**config.mk**
```make
export PLATFORM = sky130hd
export DESIGN_NAME = fp_alu_result_fifo
export DESIGN_NICKNAME = d
export VERILOG_FILES = /design/src/rtl/fp_alu_pkg.sv /design/src/rtl/fp_fifo_mem.sv /design/src/rtl/fp_alu_result_fifo.sv
export SDC_FILE = /design/constraint.sdc
export NUM_CORES = 1
export LEC_CHECK = 0
export CORE_UTILIZATION = 45
export CTS_BUF_LIST = sky130_fd_sc_hd__clkbuf_4 sky130_fd_sc_hd__clkbuf_8 sky130_fd_sc_hd__clkbuf_16
export DETAILED_ROUTE_END_ITERATION = 6
export GPL_TIMING_DRIVEN = 0
export PLACE_DENSITY = 0.73
export SLEW_MARGIN = 20
export SYNTH_ARGS = -nofsm -noshare
export SYNTH_HDL_FRONTEND = slang
export SYNTH_SLANG_ARGS = --single-unit
```
**constraint.sdc**
```tcl
create_clock -name clk -period 2.8 [get_ports clk]
set_clock_uncertainty 0.1 [all_clocks]
set_input_delay 0.28 -clock clk [delete_from_list [all_inputs] [get_ports clk]]
set_output_delay 0.28 -clock clk [all_outputs]
set_load 0.005 [all_outputs]
```
**src/rtl/fp_alu_pkg.sv**
```systemverilog
// Definitions shared by the floating-point ALU wrapper and its result stage.
// An entry is packed as {sel, overflow, result}.
package fp_alu_pkg;
  localparam int FP_W       = 32;
  localparam logic OP_ADD   = 1'b0;
  localparam logic OP_MUL   = 1'b1;
  localparam int FP_ENTRY_W = FP_W + 2;
  localparam int FP_OVF_BIT = FP_W;
  localparam int FP_SEL_BIT = FP_W + 1;

  typedef struct packed {
    logic            sel;
    logic            overflow;
    logic [FP_W-1:0] result;
  } fp_entry_t;
endpackage

```
**src/rtl/fp_fifo_mem.sv**
```systemverilog
// Register array used as FIFO storage: synchronous write and asynchronous read.
// The storage has no reset because the top forces its outputs to zero while the FIFO is empty.
module fp_fifo_mem #(
  parameter int DEPTH = 4,
  parameter int WIDTH = 34,
  parameter int AW    = $clog2(DEPTH)
) (
  input  logic             clk,
  input  logic             we,
  input  logic [AW-1:0]    waddr,
  input  logic [WIDTH-1:0] wdata,
  input  logic [AW-1:0]    raddr,
  output logic [WIDTH-1:0] rdata
);
  logic [WIDTH-1:0] mem [DEPTH];

  always_ff @(posedge clk) begin
    if (we) mem[waddr] <= wdata;
  end

  assign rdata = mem[raddr];
endmodule

```
**src/rtl/fp_alu_result_fifo.sv**
```systemverilog
// First-word-fall-through output FIFO for ALU results. It also keeps a sticky overflow flag
// and a saturating overflow counter.
module fp_alu_result_fifo
  import fp_alu_pkg::*;
#(
  parameter int W      = FP_W,
  parameter int DEPTH  = 4,
  parameter int OVF_CW = 8
) (
  input  logic                       clk,
  input  logic                       rst,
  input  logic                       in_valid,
  output logic                       in_ready,
  input  logic [W-1:0]               in_result,
  input  logic                       in_overflow,
  input  logic                       in_sel,
  output logic                       out_valid,
  input  logic                       out_ready,
  output logic [W-1:0]               out_result,
  output logic                       out_overflow,
  output logic                       out_sel,
  output logic [$clog2(DEPTH):0]     count,
  output logic                       ovf_sticky,
  input  logic                       ovf_clear,
  output logic [OVF_CW-1:0]          ovf_count
);
  localparam int AW = $clog2(DEPTH);
  localparam int CW = AW + 1;
  localparam int EW = W + 2;
  localparam logic [OVF_CW-1:0] OVF_MAX = {OVF_CW{1'b1}};

  logic [AW-1:0] wr_ptr, rd_ptr;
  logic [EW-1:0] rd_entry;
  logic          full, empty, push, pop;

  assign full      = (count == CW'(DEPTH));
  assign empty     = (count == '0);
  assign in_ready  = !full;
  assign out_valid = !empty;
  assign push      = in_valid && in_ready;
  assign pop       = out_valid && out_ready;

  fp_fifo_mem #(.DEPTH(DEPTH), .WIDTH(EW), .AW(AW)) u_mem (
    .clk   (clk),
    .we    (push),
    .waddr (wr_ptr),
    .wdata ({in_sel, in_overflow, in_result}),
    .raddr (rd_ptr),
    .rdata (rd_entry)
  );

  // The head is presented only while it is valid, so stale storage never leaks out.
  assign out_result   = empty ? '0   : rd_entry[W-1:0];
  assign out_overflow = empty ? 1'b0 : rd_entry[W];
  assign out_sel      = empty ? 1'b0 : rd_entry[W+1];

  always_ff @(posedge clk or posedge rst) begin
    if (rst) begin
      wr_ptr <= '0;
      rd_ptr <= '0;
      count  <= '0;
    end else begin
      if (push) wr_ptr <= wr_ptr + AW'(1);
      if (pop)  rd_ptr <= rd_ptr + AW'(1);
      if (push && !pop)      count <= count + CW'(1);
      else if (pop && !push) count <= count - CW'(1);
    end
  end

  // When a clear and an overflow push happen in the same cycle, the new overflow is kept.
  always_ff @(posedge clk or posedge rst) begin
    if (rst) begin
      ovf_sticky <= 1'b0;
      ovf_count  <= '0;
    end else if (push && in_overflow) begin
      ovf_sticky <= 1'b1;
      if (ovf_clear)                ovf_count <= OVF_CW'(1);
      else if (ovf_count != OVF_MAX) ovf_count <= ovf_count + OVF_CW'(1);
    end else if (ovf_clear) begin
      ovf_sticky <= 1'b0;
      ovf_count  <= '0;
    end
  end
endmodule
```
==> flow_metrics.tcl <==
set metrics [dict create \
    drive_above_1_share_pct 20.9 \
    worstPathArrival_ns 2.29 \
    power.switching_mw 2.13 \
    grt_pass1_vias 3270 \
    required_ns 2.42 \
    synth_area_leader_cell "edfxtp_1" \
    async_flop_share_pct 10.5 \
    vias 3106 \
    path_clk_slew_ns 0.06 \
    synthTopCellsByCount "136 x edfxtp_1, 34 x and2_1, 34 x mux4_2" \
    synth_edf_count 136 \
    p_seq_share_pct 37.8 \
    synth_cell_types 35 \
    outcome "completed" \
    combPwrFrac_pct 34.8 \
    drcViolationCount 0 \
    place_ws_ns 0.267 \
    leakage_nw 2.64 \
    coreArea_um2 12800 \
    swShare_pct 26.0 \
    fill_cells 943 \
    ys_warn_count 0 \
    row_count 41 \
    antenna_found_initial 0 \
    io-pin-count 87 \
    clk_path_buf_depth 2 \
    busiest_layer "met2" \
    die_w_um 118 \
    crit_path_max_fanout 10 \
    cap_violations 0 \
    worstMarginPinSlew_ns 0.637 \
    finalWorstPathRequiredPeriod_ns 2.67 \
    grt_pass1_wl_um 17300 \
    p_clk_share_pct 27.5 \
    io_buffers 85 \
    die_h_um 118 \
    slew_headroom_pct 57.5 \
    dpl.cell_count 565 \
    synth_most_common_cell "edfxtp_1" \
    die_area_um2 13900 \
    design_area_um2 7800 \
    yosysSeqAreaShare_pct 74.4 \
    synth_area_um2 6030 \
    end_kind "output pin" \
    min_path_type "in -> async" \
    num_antenna_cells 0 \
    rsz0062_at_grt "no" \
    power_density_nw_per_um2 1050 \
    grt_use_met2_pct 26.2 \
    instances_no_fill 594 \
    fin_crit_sh_pct 95.3 \
    hold_viol 0 \
    synth-main-ff-cell "edfxtp_1" \
    nets 457 \
    wl_um 10700 \
    syn-instance-count 304 \
    track_usage_pct 16.8 \
    wl_per_cell_um 18.0 \
    ys_top_cells_by_area "edfxtp_1 68%, mux4_2 13%, dfrtp_1 6.6%" \
    cts_made_buffers 17 \
    setup.worst_path.start_class "register" \
    ys_seq_elements 152 \
    met3_usage_pct 4.55 \
    grt_max_degree 24 \
    setup_violations 0 \
    max_freq_mhz 375 \
    h-tree-depth 4 \
    drt_first_pass_iters 4 \
    gp_congestion 0.732 \
    fin_ws_ns 0.131 \
    antenna_left 0 \
    root_buffer "clkbuf_16" \
    first_iter_violations 213 \
    use_met1_pct 22.4 \
    syn_nets 350 \
    path_class "reg -> out" \
    dpl_cell_area_um2 7190 \
    syn_to_final_growth_pct 29.4 \
    grt.overflow.total 0 \
    max-vdd-ir-drop_v 0.000438 \
    start_util_pct 47.0 \
    synth_area_per_cell_um2 19.8 \
    dp_hpwl_um 6790 \
    intPower_mw 6.07 \
    synth_top_area_share_pct 67.7 \
    vias_per_cell 5.23 \
    cts.sinks 152 \
    clkLatencyLatePin_ns 0.41 \
    cts_tree "yes" \
    report.final.slew_viol_count 0 \
]
flip-flops by register name, indices dropped and copies added (netlist names):
signal      flops
count           3
ovf_count       8
u_mem.mem     136
rd_ptr          2
ovf_sticky      1
wr_ptr          2
cells in the final DEF (no fill, tap or decap), types with 3 or more instances in the layout:
master / instances
a21oi_1: 5
and2_1: 34
and3_2: 4
buf_2: 3
buf_6: 4
bufinv_16: 3
clkbuf_16: 17
clkbuf_2: 4
clkdlybuf4s50_1: 85
clkinvlp_4: 3
dfrtp_1: 16
edfxtp_1: 136
ha_1: 6
inv_1: 6
mux4_2: 34
nand2_1: 7
nand3_1: 6
nor2_1: 4
o21ai_0: 4
xnor2_1: 4
layer usage:
| layer | part of all wire, % | vias up | wire [µm] |
|---|---|---|---|
| met5 | 0 | - | 0 |
| met4 | 1.0 | 0 | 107 |
| met3 | 5.3 | 9 | 565 |
| met2 | 50 | 98 | 5310 |
| met1 | 44 | 1586 | 4710 |
| li1 | - | 1413 | - |
logic make-up (layout without fill, tap and decap cells):
kind of cell	Yosys count	in the layout	share of synthesized area [%]
buffers and inverters	21	139	1.74
muxes	37	37	13.2
and+or+nand+nor	67	67	6.58
AOI/OAI and AO/OA	14	14	1.62
xor gates and xnor gates	6	6	0.872
DFF	152	152	74.4
adders and majority gates	7	7	1.58
cell type report:
class	instances	area (µm²)	area share, %
Inverter	6	22.5	0.289
Clock inverter	12	153	1.96
Multi-Input combinational cell	131	1450	18.6
Timing Repair Buffer	89	946	12.1
Clock buffer	18	433	5.55
Sequential cell	152	4480	57.5
Tap cell	172	215	2.76
Buffer	14	98.8	1.27
worst max-delay path, cell delays in order (launching register included):
cell             delay [ns]
dfrtp_1                0.32
buf_4                  0.21
buf_6                  0.22
mux4_2                 0.51
and2_1                 0.18
clkdlybuf4s50_1        0.44
what timing repair did:
item | 4_1_cts | 5_1_grt
pin swaps | 0 | 0
endpoints found under the hold margin | 0 | 0
setup buffers | 0 | 0
resized for setup | 8 | 2
setup endpoints to repair | 30 | 16
hold buffers | 0 | 0
through the flow:
step	setup TNS (ns)	hold slack (ns)	utilization, %	power [mW]
3_3_place_gp	-10.36	0.392	55.3	5.91
4_1_cts	0	0.135	60.8	8.32
6_report	0	0.150	60.8	8.21
3_5_place_dp	0	0.413	56.1	6.04
2_1_floorplan	0	0.0937	-	4.63
5_1_grt	0	0.173	60.8	8.62
worst paths after layout:
check | startpoint | to | slack, ns | cells past startpoint
max | rd_ptr[0] | out_result[15] | 0.13 | 5
min | rst | count[2] | 0.15 | 2
max reg2reg | count[1] | count[1] | 0.38 | 7
min reg2reg | count[2] | count[2] | 0.44 | 1
max in group asynchronous | rst | ovf_count[6] | 2.04 | 2
min in group clk | ovf_clear | ovf_count[1] | 0.15 | 2
power by group through the flow:
stage / clock network (mW) / logic, mW / registers (mW)
after floorplan: 0 / 1.52 / 3.12
after global placement: 0 / 2.77 / 3.14
after detailed placement: 0 / 2.89 / 3.15
after CTS: 2.29 / 2.92 / 3.10
after global routing: 2.38 / 3.11 / 3.14
final: 2.25 / 2.85 / 3.10
Note: power is estimated with default switching activity, not from simulation.
